[config.mk]
export PLATFORM = sky130hd
export DESIGN_NAME = alu_pipe
export DESIGN_NICKNAME = d
export VERILOG_FILES = /design/src/rtl/alu_pkg.sv /design/src/rtl/alu_mul_seq.sv /design/src/rtl/alu_pipe.sv
export SDC_FILE = /design/constraint.sdc
export NUM_CORES = 1
export LEC_CHECK = 0
export CAP_MARGIN = 5
export CORE_AREA = 2 2 103 85
export DETAILED_ROUTE_END_ITERATION = 8
export DIE_AREA = 0 0 105 87
export DONT_BUFFER_PORTS = 1
export PLACE_DENSITY = 0.63
export SYNTH_ARGS = -nofsm -noshare
export SYNTH_HDL_FRONTEND = slang
export SYNTH_SLANG_ARGS = --single-unit
[constraint.sdc]
create_clock -name clk -period 2.7 [get_ports clk]
set_input_delay 0.675 -clock clk [delete_from_list [all_inputs] [get_ports clk]]
set_output_delay 0.675 -clock clk [all_outputs]
set_load 0.05 [all_outputs]
[src/rtl/alu_pkg.sv]
// rtl/alu_pkg.sv - opcode, flag and FSM types shared by the pipelined ALU
package alu_pkg;

    typedef enum logic [3:0] {
        OP_ADD  = 4'd0,
        OP_SUB  = 4'd1,
        OP_NOT  = 4'd2,
        OP_NAND = 4'd3,
        OP_NOR  = 4'd4,
        OP_AND  = 4'd5,
        OP_XOR  = 4'd6,
        OP_OR   = 4'd7,
        OP_XNOR = 4'd8,
        OP_SHL  = 4'd9,
        OP_SHR  = 4'd10,
        OP_MUL  = 4'd11
    } alu_op_e;

    typedef struct packed {
        logic neg;
        logic zero;
        logic carry;
        logic ovf;
    } alu_flags_t;

    typedef enum logic [1:0] {
        IDLE = 2'd0,
        MUL  = 2'd1,
        DONE = 2'd2
    } alu_state_e;

endpackage

[src/rtl/alu_mul_seq.sv]
// rtl/alu_mul_seq.sv - shift-add unsigned multiplier, one partial product per cycle
// The start cycle already performs the first step, so WIDTH steps finish WIDTH-1 cycles later.
module alu_mul_seq #(
    parameter int WIDTH = 8
) (
    input  logic                 clk,
    input  logic                 rst,
    input  logic                 start_i,
    input  logic [WIDTH-1:0]     a_i,
    input  logic [WIDTH-1:0]     b_i,
    output logic                 busy_o,
    output logic                 done_o,
    output logic [2*WIDTH-1:0]   product_o
);
    localparam int CW = $clog2(WIDTH + 1);

    logic [2*WIDTH-1:0] prod_q, step_in, step_out;
    logic [WIDTH-1:0]   mcand_q, step_m;
    logic [CW-1:0]      cnt_q;
    logic               busy_q;
    logic [WIDTH:0]     hi_sum;
    logic [2*WIDTH:0]   shifted;

    // Product register holds {partial high, remaining multiplier bits}; shift right each step.
    always_comb begin
        step_in  = start_i ? {{WIDTH{1'b0}}, b_i} : prod_q;
        step_m   = start_i ? a_i : mcand_q;
        hi_sum   = {1'b0, step_in[2*WIDTH-1:WIDTH]} + (step_in[0] ? {1'b0, step_m} : '0);
        shifted  = {hi_sum, step_in[WIDTH-1:0]};
        step_out = shifted[2*WIDTH:1];
    end

    always_ff @(posedge clk or posedge rst) begin
        if (rst) begin
            prod_q  <= '0;
            mcand_q <= '0;
            cnt_q   <= '0;
            busy_q  <= 1'b0;
        end else if (start_i) begin
            prod_q  <= step_out;
            mcand_q <= a_i;
            cnt_q   <= CW'(WIDTH - 1);
            busy_q  <= 1'b1;
        end else if (busy_q) begin
            prod_q <= step_out;
            cnt_q  <= cnt_q - 1'b1;
            if (cnt_q == CW'(1)) begin
                busy_q <= 1'b0;
            end
        end
    end

    assign busy_o    = busy_q;
    assign done_o    = busy_q & (cnt_q == CW'(1));
    assign product_o = prod_q;

endmodule

[src/rtl/alu_pipe.sv]
// rtl/alu_pipe.sv - two-stage valid/ready ALU with flags; ALU_PIPE_MUL_EN adds a sequential multiplier
module alu_pipe
    import alu_pkg::*;
#(
    parameter  int WIDTH = 8,
    localparam int SHW   = $clog2(WIDTH)
) (
    input  logic             clk,
    input  logic             rst,
    input  logic             in_valid,
    output logic             in_ready,
    input  logic [WIDTH-1:0] a,
    input  logic [WIDTH-1:0] b,
    input  logic [3:0]       op,
    output logic             out_valid,
    input  logic             out_ready,
    output logic [WIDTH-1:0] result,
    output logic             neg,
    output logic             zero,
    output logic             carry,
    output logic             ovf
);
    logic             s1_valid_q;
    logic [WIDTH-1:0] s1_a_q, s1_b_q;
    alu_op_e          s1_op_q;
    logic             out_valid_q;
    logic [WIDTH-1:0] result_q, out_res_d, alu_res;
    alu_flags_t       flags_q, out_flags_d, alu_flags;
    logic [WIDTH:0]   sum, diff;
    logic             stall, accept, s1_is_mul, load_single, load_mul, load_out;
    logic [2*WIDTH-1:0] mul_product;
    alu_state_e       state_q;

    assign stall    = out_valid_q & ~out_ready;
    assign in_ready = ~rst & (state_q == IDLE) & ~s1_is_mul & (~s1_valid_q | ~stall);
    assign accept   = in_valid & in_ready;

`ifdef ALU_PIPE_MUL_EN
    alu_state_e state_d;
    logic       mul_start, mul_busy, mul_done;

    assign s1_is_mul = s1_valid_q & (s1_op_q == OP_MUL);

    always_ff @(posedge clk or posedge rst) begin
        if (rst) begin
            state_q <= IDLE;
        end else begin
            state_q <= state_d;
        end
    end

    always_comb begin
        state_d = state_q;
        case (state_q)
            IDLE: if (s1_is_mul) state_d = MUL;
            MUL: begin
                if (mul_done)      state_d = DONE;
                else if (!mul_busy) state_d = IDLE;
            end
            DONE: if (!stall) state_d = IDLE;
            default: state_d = IDLE;
        endcase
    end

    always_comb begin
        mul_start = (state_q == IDLE) & s1_is_mul;
        load_mul  = (state_q == DONE) & ~stall;
    end

    alu_mul_seq #(.WIDTH(WIDTH)) u_mul (
        .clk       (clk),
        .rst       (rst),
        .start_i   (mul_start),
        .a_i       (s1_a_q),
        .b_i       (s1_b_q),
        .busy_o    (mul_busy),
        .done_o    (mul_done),
        .product_o (mul_product)
    );
`else
    assign state_q     = IDLE;
    assign s1_is_mul   = 1'b0;
    assign load_mul    = 1'b0;
    assign mul_product = '0;
`endif

    // Single-cycle datapath on the s1 operands; unknown opcodes fall to result 0.
    always_comb begin
        sum       = {1'b0, s1_a_q} + {1'b0, s1_b_q};
        diff      = {1'b0, s1_a_q} - {1'b0, s1_b_q};
        alu_res   = '0;
        alu_flags = '0;
        case (s1_op_q)
            OP_ADD: begin
                alu_res         = sum[WIDTH-1:0];
                alu_flags.carry = sum[WIDTH];
                alu_flags.ovf   = (s1_a_q[WIDTH-1] == s1_b_q[WIDTH-1]) & (sum[WIDTH-1] != s1_a_q[WIDTH-1]);
            end
            OP_SUB: begin
                alu_res       = diff[WIDTH-1:0];
                alu_flags.neg = diff[WIDTH];
                alu_flags.ovf = (s1_a_q[WIDTH-1] != s1_b_q[WIDTH-1]) & (diff[WIDTH-1] != s1_a_q[WIDTH-1]);
            end
            OP_NOT:  alu_res = ~s1_a_q;
            OP_NAND: alu_res = ~(s1_a_q & s1_b_q);
            OP_NOR:  alu_res = ~(s1_a_q | s1_b_q);
            OP_AND:  alu_res = s1_a_q & s1_b_q;
            OP_XOR:  alu_res = s1_a_q ^ s1_b_q;
            OP_OR:   alu_res = s1_a_q | s1_b_q;
            OP_XNOR: alu_res = ~(s1_a_q ^ s1_b_q);
            OP_SHL:  alu_res = s1_a_q << s1_b_q[SHW-1:0];
            OP_SHR:  alu_res = s1_a_q >> s1_b_q[SHW-1:0];
            default: alu_res = '0;
        endcase
        alu_flags.zero = (alu_res == '0);
    end

    always_comb begin
        out_res_d   = alu_res;
        out_flags_d = alu_flags;
        if (load_mul) begin
            out_res_d         = mul_product[WIDTH-1:0];
            out_flags_d       = '0;
            out_flags_d.carry = |mul_product[2*WIDTH-1:WIDTH];
            out_flags_d.zero  = (mul_product[WIDTH-1:0] == '0);
        end
    end

    assign load_single = (state_q == IDLE) & s1_valid_q & ~s1_is_mul & ~stall;
    assign load_out    = load_single | load_mul;

    always_ff @(posedge clk or posedge rst) begin
        if (rst) begin
            s1_valid_q <= 1'b0;
            s1_a_q     <= '0;
            s1_b_q     <= '0;
            s1_op_q    <= OP_ADD;
        end else if (accept) begin
            s1_valid_q <= 1'b1;
            s1_a_q     <= a;
            s1_b_q     <= b;
            s1_op_q    <= alu_op_e'(op);
        end else if (load_out) begin
            s1_valid_q <= 1'b0;
        end
    end

    // A retiring beat may be replaced in the same cycle, so load takes priority over retire.
    always_ff @(posedge clk or posedge rst) begin
        if (rst) begin
            out_valid_q <= 1'b0;
            result_q    <= '0;
            flags_q     <= '0;
        end else if (load_out) begin
            out_valid_q <= 1'b1;
            result_q    <= out_res_d;
            flags_q     <= out_flags_d;
        end else if (out_valid_q & out_ready) begin
            out_valid_q <= 1'b0;
        end
    end

    assign out_valid = out_valid_q;
    assign result    = result_q;
    assign neg       = flags_q.neg;
    assign zero      = flags_q.zero;
    assign carry     = flags_q.carry;
    assign ovf       = flags_q.ovf;

endmodule

# Word-level counts from Yosys, hierarchy flattened
# Index checks and enable logic that the tools add are counted.
[classes] n_addsub=2 eq_ne=14 shift=2 muxes=8 n_bitwise=19 n_reduce_logical=4
[op_table] operator="$pmux 8 s11" n=1
[op_table] operator="$not 8->8" n=4
[op_table] operator="$eq 4x3->1 const B" n=4
[op_table] operator="$eq 4x4->1 const B" n=3
[op_table] operator="$add 8x8->9" n=1
[op_table] operator="$sub 8x8->9" n=1
[op_table] operator="$and 8x8->8" n=1
[op_table] operator="$eq 4x2->1 const B" n=2
[op_table] operator="$logic_not 8->1" n=1
[op_table] operator="$or 8x8->8" n=1
[op_table] operator="$shl 8x3->8" n=1
[op_table] operator="$shr 8x3->8" n=1
[op_table] operator="$xor 8x8->8" n=1
[op_table] operator="$and 1x1->1" n=7
[op_table] operator="$mux 1" n=6
[op_table] operator="$eq 4x1->1 const B" n=1
[op_table] operator="$logic_not 4->1" n=1
[op_table] operator="$not 1->1" n=4
[op_table] operator="$reduce_bool 2->1" n=2
[op_table] operator="$ne 1x1->1" n=3
[op_table] operator="$pmux 1 s2" n=1
[op_table] operator="$eq 1x1->1" n=1
[op_table] operator="$or 1x1->1" n=1
[word_totals] ff_bits=34 wordCells=59

# Logic depth before layout (Yosys ltp)
# Gate-level depths: netlist (run 1).
[logic_depth] ltp_word=7 depth_mapped=11 depth_no_buf=11

# Least setup slack after synthesis (run 1)
# No wires, ideal clock.
[synth_path] kind="register -> register" start="reg s1_b_q[1]" end="reg flags_q (netlist bit zero)" arrival_time_ns=2.844 slack_ns=-0.240 stages_incl_launch_ff=11 n_path_buf=1 synth_period_minus_slack_ns=2.940 path_cell_list="dfrtp_1 clkbuf_1 inv_1 ha_1 a21oi_1 o21bai_1 a221o_1 a2111oi_4 nand2_1 or4_1 o31ai_1"
[synth_via] elab_chain_len=4 word_cells_on_any_way=12 cone_classes="add/sub (2); shift (2); mux (1); bitwise (6); reduce/logical (1)"
[synth_rtl] element="start, declared" line="alu_pipe.sv:24" text="logic [WIDTH-1:0] s1_a_q, s1_b_q;"
[synth_rtl] element="start signal, assigned" line="alu_pipe.sv:136" text="s1_b_q <= '0;"
[synth_rtl] element="start signal, assigned" line="alu_pipe.sv:141" text="s1_b_q <= b;"
[synth_rtl] element="parallel branches: the longest is 2 deep, another holds $sub 8x8->9"
[synth_rtl] element="$pmux 8 s11 *" line="alu_pipe.sv:93" text="case (s1_op_q)"
[synth_rtl] element="$logic_not 8->1 *" line="alu_pipe.sv:115" text="alu_flags.zero = (alu_res == '0);"
[synth_rtl] element="end signal, assigned" line="alu_pipe.sv:157" text="flags_q <= out_flags_d;"
[synth_rtl] element="end, declared" line="alu_pipe.sv:28" text="alu_flags_t flags_q, out_flags_d, alu_flags;"
# Mark *: on every way between the ends.
# A chain may end at the register's enable or synchronous reset.

# Worst setup path in the final report (run 1)
[layout_path] start="reg s1_b_q[0]" end="reg flags_q (netlist bit zero)"
# The elaborated chain is that of the path after synthesis.

==> results.sh, run 1 <==
export IMPL_status="finished, violations left"
export IMPL_violations="setup timing"
export IMPL_finalMaxSlewViolations=0
export IMPL_wirelength_mm=9.735
export IMPL_busiest_layer="met2"
export IMPL_die_y_um=87
export IMPL_use_met1=0.3135
export IMPL_grt_max_degree=35
export IMPL_wl_per_cell_um=18.90
export IMPL_maxSlewHeadroom=0.5836
export IMPL_critPathKind="reg -> reg"
export IMPL_arrival_ps=2960
export IMPL_vias=3022
export IMPL_antenna_found_initial=0
export IMPL_setup_viol=1
export IMPL_core_mm2=0.008183
export IMPL_endpoint_kind="flip-flop"
export IMPL_gr_usage_met2=0.3347
export IMPL_met3_usage=0.04712
export IMPL_synthArstFlopShare=1.000
export IMPL_required_ps=2910
export IMPL_yosys_warnings=0
export IMPL_vdd_drop_max_v=0.0004139
export IMPL_clockRootBuffer="clkbuf_8"
export IMPL_worst_slew_pin_slew_ps=616.3
export IMPL_nFillCells=811
export IMPL_synthAdderAreaFrac=0.1066
export IMPL_worst_clock_skew_ps=5.743
export IMPL_synth_compound_area_frac=0.1969
export IMPL_vias_per_cell=5.868
export IMPL_port_buffers=0
export IMPL_cp_start_kind="flip-flop"
export IMPL_clock_path_buffers=2
export IMPL_synth_edf_count=0
export IMPL_place_gp_congestion=0.9623
export IMPL_num_antenna_cells=0
export IMPL_ff2ff_path_depth=11
export IMPL_grt_pass1_vias=2945
export IMPL_grt_use_total=0.2188
export IMPL_reg2reg_from="s1_b_q[0]"
export IMPL_rsz0062_at_grt="true"
export IMPL_layout_area_seq_um2=853.3
export IMPL_period_share=1.016
export IMPL_synth_top_family_by_area="compound AO/OA/AOI/OAI gates"
export IMPL_synthesis_nets=407
export IMPL_synth_mux_area_frac=0.1871
export IMPL_clk_pin_slew_worst_paths_ps=80
export IMPL_syn_area_mm2=0.003311
export IMPL_dieArea_mm2=0.009135
export IMPL_htreeDepth=2
export IMPL_place_hpwl_mm=7.446
export IMPL_grt_pass1_wl_mm=15.56
export IMPL_die_w_um=105
export IMPL_leakage_nw=1.755
export IMPL_drive_gt1_frac=0.3275
export IMPL_final_nets=453
export IMPL_finalHoldViolCount=0
export IMPL_setup_tns_final_ps=-42.79
export IMPL_synth_distinct_cells=63
export IMPL_rr_endpoint="zero"
export IMPL_cts_tree="built"
export IMPL_synth_xor_area_frac=0.002646
export IMPL_cp_max_fo=5
export IMPL_drtAntennaViolNets=0
export IMPL_crit_start="s1_b_q[0]"
export IMPL_drt_iter0_drc=261
export IMPL_ys_flop_type="dfrtp_1"
export IMPL_place_ws_ps=-122.2
export IMPL_ff2ff_setup_slack_ps=-40
export IMPL_seq_area_frac_synth=0.2570
export IMPL_initial_utilization=0.4046
export IMPL_p_per_area_mw_per_mm2=780.8
export IMPL_ys_seq_elements=34
export IMPL_hp_class="in -> async"
export IMPL_num_rows=30
export IMPL_drt_first_pass_iters=5
export IMPL_grt_overflow=0
export IMPL_max_freq_mhz=364.6
export IMPL_multiInputGateArea_mm2=0.002275
export IMPL_cap_violations=0
export IMPL_avgSynthCellArea_um2=9.300
export IMPL_fin_crit_ps=2743
export IMPL_hold_worst_slack_ps=353.8
export IMPL_synth_cells=356
export IMPL_cts_buffers=5
export IMPL_cts_sinks=34
export IMPL_yosys_area_share_simple=0.1750
export IMPL_endpoint="zero"
export IMPL_clk_latency_ps=300
export IMPL_drc_errors=0
export IMPL_io_pin_count=38
export IMPL_worst_slack_ps=-42.79
export IMPL_area_growth_syn_to_layout_pct=19.69
==> cell usage after synthesis (3+ instances only) <==
cell type	number	area share
dfrtp_1	34	0.26
nand2_1	29	0.033
inv_1	26	0.029
ha_1	25	0.094
mux2_2	25	0.085
nor2_1	19	0.022
mux2i_1	18	0.054
a21oi_1	15	0.023
buf_2	11	0.017
nand2b_1	11	0.021
nor3_1	9	0.014
o21ai_0	9	0.014
clkbuf_1	8	0.0091
mux4_2	7	0.048
o22ai_1	7	0.013
nand3_1	6	0.0091
nor2b_1	6	0.011
a22oi_1	5	0.011
o2111ai_1	5	0.013
a21o_1	4	0.0091
a221oi_1	4	0.011
buf_6	4	0.014
o221ai_1	4	0.011
o31ai_1	4	0.0091
a31o_2	3	0.0079
o21bai_1	3	0.0068
==> where the power goes <==
part / switching, mW / total [mW] / internal, mW / leakage (nW)
sequential: 0.338 / 0.960 / 0.622 / 0.411
clock: 0.217 / 0.489 / 0.272 / 0.0579
combinational: 0.850 / 1.64 / 0.795 / 1.29
==> registers in the layout, summed over array words and instances (netlist names) <==
register,count
s1_op_q,4
neg,1
zero,1
s1_valid_q,1
ovf,1
s1_b_q,8
s1_a_q,8
carry,1
result,8
out_valid,1
==> per-stage QoR <==
step	instances	utilization	power [mW]	instance area [µm²]
floorplan	356	-	1.991	3326
global route	515	0.4843	3.278	3963
CTS	515	0.4813	3.058	3939
detailed placement	504	0.4609	2.516	3771
finish	515	0.4843	3.094	3963
global placement	504	0.4609	2.495	3771
==> cells in the final DEF (no fill, tap or decap), types with 8 or more instances in the layout <==
master    netlist  final
a21oi_1        15     14
ha_1           25     23
nand2_1        29     29
dfrtp_1        34     32
buf_4           2     65
nor3_1          9      8
inv_1          26     24
mux2_2         25     25
mux2i_1        18     18
nor2_1         19     19
o21ai_0         9      9
nand2b_1       11     11
==> worst max-delay path, cell delays in order, from the launching register on <==
cell       delay [ps]
dfrtp_2           460
ha_2              210
inv_1              70
fa_2              210
nor3b_2           190
nor3_2             70
o31a_1            260
buf_4             140
a221oi_2          250
o2111ai_2         160
or4_4             440
o31ai_1           190
==> per-layer routing <==
metal / vias to the layer above / part of all wire
met1: 1471 / 0.48
met3: 20 / 0.083
li1: 1406 / -
met4: 0 / 0.018
met5: - / 0
met2: 125 / 0.42
==> logic make-up (layout without fill, tap and decap cells) <==
logic type / after synthesis / in the layout
and+or+nand+nor: 105 / 105
AOI/OAI and AO/OA: 87 / 87
buffers and inverters: 52 / 99
muxes: 50 / 50
DFF: 34 / 34
adders and majority gates: 27 / 27
xor gates and xnor gates: 1 / 1
==> what timing repair did <==
item	in CTS	in global routing
setup buffers	3	0
resized for setup	10	4
hold buffers	0	0
pin swaps	7	1
endpoints found under the setup margin	1	1
==> how the worst min path moves through the flow <==
stage / from / depth (start not counted) / slack, ps / to
after floorplan: s1_b_q[3] / 1 / 510 / s1_b_q[3]
final: rst / 2 / 350 / s1_a_q[4]
after CTS: rst / 2 / 370 / s1_a_q[4]
after global routing: rst / 2 / 420 / s1_a_q[4]
after global placement: s1_b_q[6] / 1 / 530 / s1_b_q[6]
after detailed placement: s1_b_q[7] / 1 / 540 / s1_b_q[7]
==> layout make-up <==
cell class / instances / area share
Timing Repair Buffer: 65 / 0.1231
Clock inverter: 3 / 0.01010
Multi-Input combinational cell: 270 / 0.5740
Inverter: 26 / 0.02463
Sequential cell: 34 / 0.2153
Tap cell: 112 / 0.03536
Clock buffer: 5 / 0.01737
Power figures use the tool's default switching activity.
==> run 2, diff against run 1 <==
--- a/config.mk
+++ b/config.mk
@@ -13,4 +13,5 @@
 export PLACE_DENSITY = 0.63
 export SYNTH_ARGS = -nofsm -noshare
 export SYNTH_HDL_FRONTEND = slang
+export SYNTH_HIERARCHICAL = 1
 export SYNTH_SLANG_ARGS = --single-unit
==> results of run 2 <==
Final layout, timing and power as in run 1 (identical DEF).
Among the figures that moved: Yosys warning count 0 -> 6
==> run 3, diff against run 2 <==
--- a/config.mk
+++ b/config.mk
@@ -6,11 +6,13 @@
 export NUM_CORES = 1
 export LEC_CHECK = 0
 export CAP_MARGIN = 5
+export CELL_PAD_IN_SITES_DETAIL_PLACEMENT = 0
+export CELL_PAD_IN_SITES_GLOBAL_PLACEMENT = 1
 export CORE_AREA = 2 2 103 85
 export DETAILED_ROUTE_END_ITERATION = 8
 export DIE_AREA = 0 0 105 87
 export DONT_BUFFER_PORTS = 1
-export PLACE_DENSITY = 0.63
+export PLACE_DENSITY = 0.77
 export SYNTH_ARGS = -nofsm -noshare
 export SYNTH_HDL_FRONTEND = slang
 export SYNTH_HIERARCHICAL = 1
==> run 3 against run 2 <==
The flow still finishes with violations (setup timing). Final cell count fell by 0.19%. Sequential share of layout area down 0.42 points. Register-to-register slack better by 20 ps. Clock power down 1%. Total power grew 2.5%. Sequential power about the same. Critical path type unchanged. Critical endpoint unchanged. Highest routed layer unchanged.
==> results.sh, run 3 <==
export IMPL_period_share=1.008
export IMPL_dp_cells=503
export IMPL_synth_distinct_cells=63
export IMPL_place_gp_congestion=0.9563
export IMPL_synth_top_area_cell="dfrtp_1"
export IMPL_p_comb_frac=0.545
export IMPL_grt_max_degree=35
export IMPL_grt_pass1_wl_mm=15.70
export IMPL_synth_xor_area_frac=0.002646
export IMPL_avgSynthCellArea_um2=9.300
export IMPL_status="finished, violations left"
export IMPL_vias=3006
export IMPL_vias_per_cell=5.848
export IMPL_fin_cells=514
export IMPL_pwr_share_clk=0.153
export IMPL_cts_tree="built"
export IMPL_wl_met2_mm=4.467
export IMPL_htreeDepth=2
export IMPL_postLayoutCoreUtil=0.4939
export IMPL_vdd_drop_max_v=0.0003101
export IMPL_seq_area_frac_synth=0.2570
export IMPL_clk_pin_slew_worst_paths_ps=80
export IMPL_io_pin_count=38
export IMPL_wirelength_mm=10.05
export IMPL_highest_layer="met4"
export IMPL_synthArstFlopShare=1.000
export IMPL_met3WireLength_um=927
export IMPL_finalHoldViolCount=0
export IMPL_synth_top_family_by_area="compound AO/OA/AOI/OAI gates"
export IMPL_clock_path_buffers=2
export IMPL_synth_compound_area_frac=0.1969
export IMPL_port_buffers=0
export IMPL_clk_latency_ps=290
export IMPL_syn_area_mm2=0.003311
export IMPL_yosys_warnings=6
export IMPL_critPathKind="reg -> reg"
export IMPL_p_per_area_mw_per_mm2=784.8
export IMPL_grt_use_total=0.2202
export IMPL_yosys_top_cells_count="34 x dfrtp_1, 29 x nand2_1, 26 x inv_1, 25 x ha_1, 25 x mux2_2"
export IMPL_ys_seq_elements=34
export IMPL_drive_gt1_frac=0.3458
export IMPL_p_sw_frac=0.4560
export IMPL_max_freq_mhz=367.6
export IMPL_cap_violations=0
export IMPL_cts_buffers=5
export IMPL_ff2ff_path_depth=11
export IMPL_wl_met1_mm=4.574
export IMPL_layout_area_seq_um2=853.3
export IMPL_place_ws_ps=-124.7
export IMPL_yosys_area_share_simple=0.1750
export IMPL_antenna_found_initial=0
export IMPL_maxSlewHeadroom=0.5421
export IMPL_cts_sinks=34
export IMPL_netlist_top_cells_area="dfrtp_1 26%, ha_1 9.4%, mux2_2 8.5%"
export IMPL_drc_errors=0
export IMPL_synthesis_nets=407
export IMPL_ys_flop_type="dfrtp_1"
export IMPL_hp_class="in -> async"
export IMPL_multiInputGateArea_mm2=0.002345
export IMPL_intPower_mw=1.726
export IMPL_synthAdderAreaFrac=0.1066
export IMPL_place_hpwl_mm=7.636
export IMPL_endpoint_kind="flip-flop"
export IMPL_final_cell_mix="62 x buf_4, 32 x dfrtp_1, 29 x nand2_1, 24 x mux2_2, 23 x inv_1"
export IMPL_setup_viol=1
export IMPL_clockRootBuffer="clkbuf_8"
export IMPL_leakage_nw=1.775
export IMPL_initial_utilization=0.4046
export IMPL_synth_cells=356
export IMPL_core_mm2=0.008183
export IMPL_arrival_ps=2930
export IMPL_hold_worst_slack_ps=368.6
export IMPL_num_antenna_cells=0
export IMPL_num_rows=30
export IMPL_violations="setup timing"
export IMPL_grt_overflow=0
export IMPL_cp_start_kind="flip-flop"
export IMPL_synth_mux_area_frac=0.1871
export IMPL_die_w_um=105
export IMPL_fin_crit_ps=2721
export IMPL_worst_slack_ps=-20.59
export IMPL_final_nets=452
export IMPL_area_growth_syn_to_layout_pct=22.07
export IMPL_mostFrequentLayoutCell="buf_4"
export IMPL_die_y_um=87
export IMPL_worst_clock_skew_ps=3.566
export IMPL_required_ps=2910
export IMPL_worst_slew_pin_slew_ps=680.6
export IMPL_seqPwrFrac=0.302
export IMPL_drt_iter0_drc=258
export IMPL_yosysMostFrequentCell="dfrtp_1"
export IMPL_finalMaxSlewViolations=0
export IMPL_drtAntennaViolNets=0
export IMPL_drt_first_pass_iters=7
export IMPL_rsz0062_at_grt="true"
export IMPL_nFillCells=813
export IMPL_dieArea_mm2=0.009135
export IMPL_net_switching_power_mw=1.446
export IMPL_synth_top_area_frac=0.2570
export IMPL_grt_pass1_vias=2868
export IMPL_wl_per_cell_um=19.55
export IMPL_synth_edf_count=0
export IMPL_cp_max_fo=2
## run 3: cell counts after synthesis
No cell type changed its count.
## run 3: area by class of cell
type	count	area share
Inverter	26	0.02415
Clock inverter	3	0.009907
Clock buffer	5	0.01703
Timing Repair Buffer	64	0.1229
Sequential cell	34	0.2111
Tap cell	112	0.03467
Multi-Input combinational cell	270	0.5802
## run 3: routing by layer
layer,global-route usage,vias up
li1,-,1402
met1,0.3286,1449
met2,0.3400,147
met3,0.03889,8
met4,0.03152,0
met5,0,-
## run 3: kinds of logic (layout without fill, tap and decap cells)
group	count (synthesis)	count (layout)
and+or+nand+nor	105	105
AOI/OAI and AO/OA	87	87
buffers and inverters	52	98
muxes	50	50
DFF	34	34
adders and majority gates	27	27
xor gates and xnor gates	1	1
## run 3: worst max-delay path, stage by stage (launching register included)
cell and delay [ps]:
dfrtp_1 390, inv_1 120, ha_4 160, inv_2 40
fa_2 350, buf_4 150, a221o_1 300, o21ai_1 90
and4_1 260, nand2_1 70, or4_4 530, o31ai_4 170
## run 3: what timing repair did
item,4_1_cts,5_1_grt
setup endpoints to repair,1,4
pin swaps,3,3
hold buffers,0,0
buffers inserted,2,2
resized for setup,9,21
## run 3: power groups by stage
stage	logic (mW)	registers [mW]	clock network, mW
finish	1.73	0.959	0.484
global route	1.87	0.977	0.508
CTS	1.60	0.959	0.494
detailed placement	1.55	0.970	0
global placement	1.52	0.963	0
floorplan	1.04	0.955	0
## run 3: final timing paths
kind                       startpoint   endpoint  slack [ps]
min                               rst  out_valid         370
max in group asynchronous         rst  s1_a_q[1]        1990
max                         s1_a_q[0]       zero         -20
min reg2reg                 s1_b_q[6]  s1_b_q[6]         540
min in group clk                 a[7]  s1_a_q[7]         530
max reg2reg                 s1_a_q[0]       zero         -20
## run 3: stage by stage
step	setup TNS, ps	cell area [µm²]	total power, mW
after floorplan	0	3326	1.991
after global placement	-33.06	3776	2.483
after detailed placement	-124.7	3776	2.520
after CTS	0	3930	3.056
after global routing	-117.1	4041	3.357
final	-20.59	4041	3.172
